--- src/rtl/alu_arbiter_if.sv ---
// rtl/alu_arbiter_if.sv - request/response bus between two requesters and alu_arbiter
interface alu_arbiter_if #(
  parameter int DATA_WIDTH = 32,
  parameter int OP_WIDTH   = 5
);
  logic [1:0]              req_valid;
  logic [1:0]              req_ready;
  logic [2*OP_WIDTH-1:0]   req_op;
  logic [2*DATA_WIDTH-1:0] req_in_1;
  logic [2*DATA_WIDTH-1:0] req_in_2;
  logic [1:0]              rsp_valid;
  logic [1:0]              rsp_ready;
  logic [DATA_WIDTH-1:0]   rsp_result;
  logic                    rsp_bcond;
  logic                    rsp_err;

  modport master (
    output req_valid, req_op, req_in_1, req_in_2, rsp_ready,
    input  req_ready, rsp_valid, rsp_result, rsp_bcond, rsp_err
  );

  modport slave (
    input  req_valid, req_op, req_in_1, req_in_2, rsp_ready,
    output req_ready, rsp_valid, rsp_result, rsp_bcond, rsp_err
  );
endinterface

--- src/rtl/alu_arbiter.sv ---
// rtl/alu_arbiter.sv - round-robin sharing of one combinational ALU between two requesters
// Optional illegal-op checking: define ALU_ARB_OPCHECK_EN.
module alu_arbiter #(
  parameter int DATA_WIDTH = 32,
  parameter int OP_WIDTH   = 5
) (
  input  logic                  clk,
  input  logic                  reset_n,
  alu_arbiter_if.slave          bus,
  output logic [OP_WIDTH-1:0]   alu_op_o,
  output logic [DATA_WIDTH-1:0] alu_in_1_o,
  output logic [DATA_WIDTH-1:0] alu_in_2_o,
  input  logic [DATA_WIDTH-1:0] alu_result_i,
  input  logic                  alu_bcond_i
);

  localparam logic [1:0] IDLE = 2'd0;
  localparam logic [1:0] EXEC = 2'd1;
  localparam logic [1:0] RESP = 2'd2;

  logic [1:0]            state;
  logic                  last_grant;
  logic                  grant;
  logic [OP_WIDTH-1:0]   cap_op;
  logic [DATA_WIDTH-1:0] cap_in_1;
  logic [DATA_WIDTH-1:0] cap_in_2;
  logic [1:0]            rsp_valid_q;
  logic [DATA_WIDTH-1:0] rsp_result_q;
  logic                  rsp_bcond_q;

  logic                  any_valid;
  logic                  win;
  logic [OP_WIDTH-1:0]   sel_op;
  logic [DATA_WIDTH-1:0] sel_in_1;
  logic [DATA_WIDTH-1:0] sel_in_2;

  assign any_valid = |bus.req_valid;
  // On a tie the requester that was not served last wins.
  assign win       = (&bus.req_valid) ? ~last_grant : bus.req_valid[1];
  assign sel_op    = win ? bus.req_op[OP_WIDTH +: OP_WIDTH]       : bus.req_op[0 +: OP_WIDTH];
  assign sel_in_1  = win ? bus.req_in_1[DATA_WIDTH +: DATA_WIDTH] : bus.req_in_1[0 +: DATA_WIDTH];
  assign sel_in_2  = win ? bus.req_in_2[DATA_WIDTH +: DATA_WIDTH] : bus.req_in_2[0 +: DATA_WIDTH];

  always_comb begin
    bus.req_ready = 2'b00;
    if (reset_n && state == IDLE && any_valid)
      bus.req_ready = win ? 2'b10 : 2'b01;
  end

  assign alu_op_o       = (state == EXEC) ? cap_op   : '0;
  assign alu_in_1_o     = (state == EXEC) ? cap_in_1 : '0;
  assign alu_in_2_o     = (state == EXEC) ? cap_in_2 : '0;
  assign bus.rsp_valid  = rsp_valid_q;
  assign bus.rsp_result = rsp_result_q;
  assign bus.rsp_bcond  = rsp_bcond_q;

`ifdef ALU_ARB_OPCHECK_EN
  logic rsp_err_q;
  logic sel_illegal;
  assign sel_illegal = sel_op > OP_WIDTH'(5'b10110);
  assign bus.rsp_err = rsp_err_q;
`else
  assign bus.rsp_err = 1'b0;
`endif

  always_ff @(posedge clk or negedge reset_n) begin
    if (!reset_n) begin
      state        <= IDLE;
      last_grant   <= 1'b1;
      grant        <= 1'b0;
      cap_op       <= '0;
      cap_in_1     <= '0;
      cap_in_2     <= '0;
      rsp_valid_q  <= 2'b00;
      rsp_result_q <= '0;
      rsp_bcond_q  <= 1'b0;
`ifdef ALU_ARB_OPCHECK_EN
      rsp_err_q    <= 1'b0;
`endif
    end else begin
      case (state)
        IDLE: begin
          if (any_valid) begin
            cap_op   <= sel_op;
            cap_in_1 <= sel_in_1;
            cap_in_2 <= sel_in_2;
            grant    <= win;
`ifdef ALU_ARB_OPCHECK_EN
            // Illegal ops never reach the ALU; answer straight from IDLE.
            if (sel_illegal) begin
              state        <= RESP;
              rsp_valid_q  <= win ? 2'b10 : 2'b01;
              rsp_result_q <= '0;
              rsp_bcond_q  <= 1'b0;
              rsp_err_q    <= 1'b1;
            end else begin
              state     <= EXEC;
              rsp_err_q <= 1'b0;
            end
`else
            state <= EXEC;
`endif
          end
        end
        EXEC: begin
          rsp_result_q <= alu_result_i;
          rsp_bcond_q  <= alu_bcond_i;
          rsp_valid_q  <= grant ? 2'b10 : 2'b01;
          state        <= RESP;
        end
        RESP: begin
          // Fairness advances only once the response is actually taken.
          if (bus.rsp_ready[grant]) begin
            rsp_valid_q <= 2'b00;
            last_grant  <= grant;
            state       <= IDLE;
          end
        end
        default: state <= IDLE;
      endcase
    end
  end

endmodule

--- src/flat_wrapper.sv ---
// flat-port wrapper written by rule: the top's interface ports become plain ports
module alu_arbiter_flat 
#(
  parameter int DATA_WIDTH = 32,
  parameter int OP_WIDTH   = 5
)
  (clk, reset_n, alu_op_o, alu_in_1_o, alu_in_2_o, alu_result_i, alu_bcond_i, bus_req_valid, bus_req_op, bus_req_in_1, bus_req_in_2, bus_rsp_ready, bus_req_ready, bus_rsp_valid, bus_rsp_result, bus_rsp_bcond, bus_rsp_err);
  alu_arbiter_if #(.DATA_WIDTH(DATA_WIDTH), .OP_WIDTH(OP_WIDTH)) bus_i ();
  input  logic clk;
  input  logic reset_n;
  output logic [OP_WIDTH-1:0] alu_op_o;
  output logic [DATA_WIDTH-1:0] alu_in_1_o;
  output logic [DATA_WIDTH-1:0] alu_in_2_o;
  input  logic [DATA_WIDTH-1:0] alu_result_i;
  input  logic alu_bcond_i;
  input wire logic [$bits(bus_i.req_valid)-1:0] bus_req_valid;
  input wire logic [$bits(bus_i.req_op)-1:0] bus_req_op;
  input wire logic [$bits(bus_i.req_in_1)-1:0] bus_req_in_1;
  input wire logic [$bits(bus_i.req_in_2)-1:0] bus_req_in_2;
  input wire logic [$bits(bus_i.rsp_ready)-1:0] bus_rsp_ready;
  output wire logic [$bits(bus_i.req_ready)-1:0] bus_req_ready;
  output wire logic [$bits(bus_i.rsp_valid)-1:0] bus_rsp_valid;
  output wire logic [$bits(bus_i.rsp_result)-1:0] bus_rsp_result;
  output wire logic [$bits(bus_i.rsp_bcond)-1:0] bus_rsp_bcond;
  output wire logic [$bits(bus_i.rsp_err)-1:0] bus_rsp_err;
  assign bus_i.req_valid = bus_req_valid;
  assign bus_i.req_op = bus_req_op;
  assign bus_i.req_in_1 = bus_req_in_1;
  assign bus_i.req_in_2 = bus_req_in_2;
  assign bus_i.rsp_ready = bus_rsp_ready;
  assign bus_req_ready = bus_i.req_ready;
  assign bus_rsp_valid = bus_i.rsp_valid;
  assign bus_rsp_result = bus_i.rsp_result;
  assign bus_rsp_bcond = bus_i.rsp_bcond;
  assign bus_rsp_err = bus_i.rsp_err;
  alu_arbiter #(.DATA_WIDTH(DATA_WIDTH), .OP_WIDTH(OP_WIDTH)) u_core (.clk(clk), .reset_n(reset_n), .bus(bus_i), .alu_op_o(alu_op_o), .alu_in_1_o(alu_in_1_o), .alu_in_2_o(alu_in_2_o), .alu_result_i(alu_result_i), .alu_bcond_i(alu_bcond_i));
endmodule
--- config.mk ---
export PLATFORM = sky130hd
export DESIGN_NAME = alu_arbiter_flat
export DESIGN_NICKNAME = d
export VERILOG_FILES = /design/src/rtl/alu_arbiter_if.sv /design/src/rtl/alu_arbiter.sv /design/src/flat_wrapper.sv
export SDC_FILE = /design/constraint.sdc
export NUM_CORES = 1
export LEC_CHECK = 0
export ABC_CLOCK_PERIOD_IN_PS = 3600
export CORE_ASPECT_RATIO = 1.5
export CORE_MARGIN = 3
export CORE_UTILIZATION = 45
export CTS_CLUSTER_SIZE = 28
export DETAILED_ROUTE_END_ITERATION = 12
export PLACE_DENSITY = 0.9
export SKIP_CTS_REPAIR_TIMING = 1
export SYNTH_ARGS = -nofsm -noshare
export SYNTH_HDL_FRONTEND = slang
export SYNTH_SLANG_ARGS = --single-unit
export TNS_END_PERCENT = 100
--- constraint.sdc ---
create_clock -name clk -period 3.6 [get_ports clk]
set_input_delay 0.72 -clock clk [delete_from_list [all_inputs] [get_ports clk]]
set_output_delay 0.72 -clock clk [all_outputs]
set_load 0.01 [all_outputs]
* Yosys cells after proc, flatten, opt, wreduce, memory -nomap -nowiden
Cells that the tools add are included.
** Cells by class
- Order comparisons :: 1
- Eq/ne operators :: 4
- Multiplexer cells :: 16
- Bitwise gates (word level) :: 1
- Reduce and logical (&&, ||, !) cells :: 10
** Operators by type and width (count)
- two-way mux 32 bit :: 4
- two-way mux 2 bit :: 5
- two-way mux 5 bit :: 2
- AND reduction 2 bit :: 5
- case mux 2 bit (3 select lines) :: 1
- inequality test 2 x 1 -> 1 bit (second input constant) :: 2
- case mux 2 bit (2 select lines) :: 1
- two-way mux 1 bit :: 3
- equality test 2 x 1 -> 1 bit (second input constant) :: 1
- equality test 2 bit (second input constant) :: 1
- logical AND 1 bit :: 2
- zero test 2 bit :: 1
- < comparator 1 x 2 -> 1 bit (second input constant) :: 1
- nonzero test 2 bit :: 1
- OR reduction 2 bit :: 1
- NOT 1 bit :: 1
** Word-level totals
- Register bits after elaboration :: 108
- Input bits :: 177
- Output and inout port bits :: 107
- Logic and storage cells :: 41

* Logic depth before layout (Yosys ltp)
- Depth in word-level cells :: 4
- Mapped depth :: 6
- Mapped depth without buffers :: 3

* Least setup slack after synthesis
OpenSTA, ideal clock, no wires.
- Path kind :: input -> output
- Start :: input port bus_req_valid[1]
- End :: output port bus_req_ready[1]
- Data arrival time :: 1682 ps
- Setup slack :: 1198 ps
- Cell stages on the path :: 4
- Cell sequence :: a21bo_1 -> buf_6 -> buf_6 -> nor4b_1
** On the way
- Cells in the longest elaborated chain, start to end :: 4
** RTL lines
- start: declaration :: RTL line flat_wrapper.sv:16 : input wire logic [$bits(bus_i.req_valid)-1:0] bus_req_valid;
- AND reduction 2 bit :: RTL line alu_arbiter.sv:39 : assign win = (&bus.req_valid) ? ~last_grant : bus.req_valid[1];
- two-way mux 1 bit :: RTL line alu_arbiter.sv:39
- two-way mux 2 bit :: RTL line alu_arbiter.sv:47 : bus.req_ready = win ? 2'b10 : 2'b01;
- two-way mux 2 bit * :: RTL line alu_arbiter.sv:46 : if (reset_n && state == IDLE && any_valid)
- end: declaration :: RTL line flat_wrapper.sv:21 : output wire logic [$bits(bus_i.req_ready)-1:0] bus_req_ready;
Every way passes the cells marked *; elsewhere a longest branch is shown, timed or not.

* Final worst setup path
Same ends and word-level chain as after synthesis.

==> flow_metrics.env <==
export IMPL_outcome="finished clean"
export IMPL_wl_per_cell_um=17.5
export IMPL_antenna_found_initial=1
export IMPL_drive_gt1_share_pct=22.0
export IMPL_synth_cells=473
export IMPL_ff2ff_path_depth=4
export IMPL_tightest_slew_ps=678
export IMPL_diodes=0
export IMPL_grt_pass1_wl_mm=25.0
export IMPL_synthSimpleGateAreaFrac_pct=14.7
export IMPL_port_buffers=282
export IMPL_netlist_area_um2=6010
export IMPL_critical_path_class="in -> out"
export IMPL_period_share_pct=90.2
export IMPL_place_hpwl_mm=12.3
export IMPL_die_w_um=100
export IMPL_pin_count=284
export IMPL_crit_path_start="bus_req_valid[1]"
export IMPL_fillCellCount=939
export IMPL_clkTransAtPathRegs_ps=60
export IMPL_timing_slew_headroom_pct=54.8
export IMPL_synth_ff_type="dfrtp_1"
export IMPL_synth_top_area_share_pct=44.6
export IMPL_core_area_um2=13000
export IMPL_p_leak_uw=0.00419
export IMPL_placementRows=51
export IMPL_synthTopCellsByCount="mux2_4, dfrtp_1, nand2_1"
export IMPL_hold_class="reg -> reg"
export IMPL_clockBufferDepth=2
export IMPL_final_setup_skew_ps=9.67
export IMPL_multi_input_area_um2=3030
export IMPL_num_vias=4452
export IMPL_ys_seq_area_share_pct=45.0
export IMPL_drt_initial_drc_count=87
export IMPL_wl_mm=15.8
export IMPL_worstHoldEndpoint="u_core.bus.rsp_result[13]"
export IMPL_pwr_density_cell_nw_per_um2=751
export IMPL_yosysTopAreaCell="dfrtp_1"
export IMPL_grt_pass1_vias=4954
export IMPL_timing_max_cap_violations=0
export IMPL_yosys_warnings=0
export IMPL_clkLatencyLatePin_ps=340
export IMPL_design_area_um2=9170
export IMPL_synth_compound_area_share_pct=1.23
export IMPL_startpoint_type="primary input"
export IMPL_synth_avg_cell_area_um2=12.7
export IMPL_path_max_fanout=14
export IMPL_die_h_um=148
export IMPL_synth_xor_area_share_pct=0
export IMPL_postPlaceCellArea_um2=8850
export IMPL_drt_pass1_iter_count=4
export IMPL_globalRouteOverflowTotal=0
export IMPL_synth_area_leaders="dfrtp_1, mux2_4, and2_1"
export IMPL_synth_fp_nets=650
export IMPL_ys_types=28
export IMPL_hold_viol=0
export IMPL_seq_area_um2=2700
export IMPL_end_kind="output pin"
export IMPL_tritoncts="built"
export IMPL_drcViolationCount=0
export IMPL_synth_edf_count=0
export IMPL_setup_tns_ps=0
export IMPL_hold_depth=2
export IMPL_synthMuxAreaShare_pct=34.2
export IMPL_worstPathArrival_ps=2530
export IMPL_vdd_drop_max_mv=0.403
export IMPL_cts_max_level=3
export IMPL_synthAdderAreaFrac_pct=0
export IMPL_rsz0062_at_grt="no"
export IMPL_fin_nets=917
export IMPL_setup_viol=0
export IMPL_r2r_end="u_core.cap_in_2[30]"
export IMPL_synthArstFlopShare_pct=100
export IMPL_synth_top_family_by_area="multiplexers"
export IMPL_gp_congestion=0.817
export IMPL_numClockSinks=108
export IMPL_grt_start_max_net_pins=80
export IMPL_grtUsageTotal_pct=21.5
export IMPL_clock_root_buffer="clkbuf_16"
export IMPL_timing_rr_start="u_core.last_grant"
export IMPL_fmax_ghz=0.308
export IMPL_reg2reg_slack_ps=1460
export IMPL_synth_seq_cells=108
export IMPL_start_util_pct=46.2
export IMPL_finalCriticalPeriod_ps=3250
export IMPL_die_area_um2=14800
export IMPL_worstPathRequired_ps=2880
export IMPL_numCtsBuffers=9
export IMPL_min_from="u_core.bus.rsp_result[13]"
export IMPL_synth_most_common_cell="mux2_4"
export IMPL_viasPerCell=4.93
export IMPL_area_growth_pct=52.5
export IMPL_ant_nets=0
export IMPL_slew_violations=0
registers in the layout, indices dropped and copies added, names as in the netlist:
signal and cells:
u_core.bus.rsp_result 32, u_core.cap_in_1 32, u_core.cap_in_2 32, u_core.cap_op 5
u_core.bus.rsp_valid 2, u_core.state 2, u_core.bus.rsp_bcond 1, u_core.grant 1
u_core.last_grant 1
stage by stage:
step | power [uW] | cells | util (%) | hold WS (ps) | setup slack (ps)
floorplan | 4360 | 473 | - | 424 | 1200
global placement | 5740 | 888 | 68.0 | 460 | 446
detailed placement | 5900 | 888 | 68.0 | 465 | 333
CTS | 6960 | 903 | 70.4 | 480 | 324
global route | 7310 | 903 | 70.4 | 502 | 247
finish | 6880 | 903 | 70.4 | 475 | 354
layout make-up:
class | instances | share of cell area, %
clock buffers | 10 | 2.50
clock inverters | 5 | 0.928
repair buffers | 289 | 31.8
inverters | 2 | 0.0819
multi-input cells | 330 | 33.1
well taps | 159 | 2.17
flip-flops and latches | 108 | 29.5
layout by cell type, fill, tap and decap left out, drive strengths merged, types with 2 or more instances in the layout:
master           n
nand2          101
bufinv           2
clkbuf          10
a21oi            5
inv              4
nor2b            3
and2            69
buf              8
dfrtp          107
nor2             2
clkdlybuf4s50  281
mux2           138
routing by layer:
metal  routed length [um]  vias to the layer above  part of all wire [%]  GRT usage, %
li1                     -                     2092                     -             -
met1                 5430                     2117                    34          22.8
met2                 8580                      208                    54          39.6
met3                 1310                       33                   8.3          6.19
met4                  504                        2                   3.2          7.89
met5                   13                        -                 0.082             0
critical path, stage by stage:
cell and delay, ps:
clkdlybuf4s50_1 480, a21bo_4 340, nor4b_1 380, clkdlybuf4s50_1 610
where the power goes:
part / switching [uW] / internal, uW
clock: 419 / 611
sequential: 367 / 1840
combinational: 1420 / 2220
cells by family (layout without fill, tap and decap cells):
kind of cell           count (synthesis)  in the layout
AOI/OAI and AO/OA                     11             11
buffers and inverters                 35            306
DFF                                  108            108
muxes                                138            138
other                                  1              1
and+or+nand+nor                      180            180
worst max-delay path by stage:
stage | to | slack [ps] | cells past startpoint
6_report | bus_req_ready[1] | 350 | 4
3_3_place_gp | bus_req_ready[1] | 450 | 4
5_1_grt | bus_req_ready[1] | 250 | 4
4_1_cts | bus_req_ready[1] | 320 | 4
3_5_place_dp | bus_req_ready[1] | 330 | 4
2_1_floorplan | bus_req_ready[1] | 1200 | 4
No activity file was read; power rests on OpenSTA's default activity.
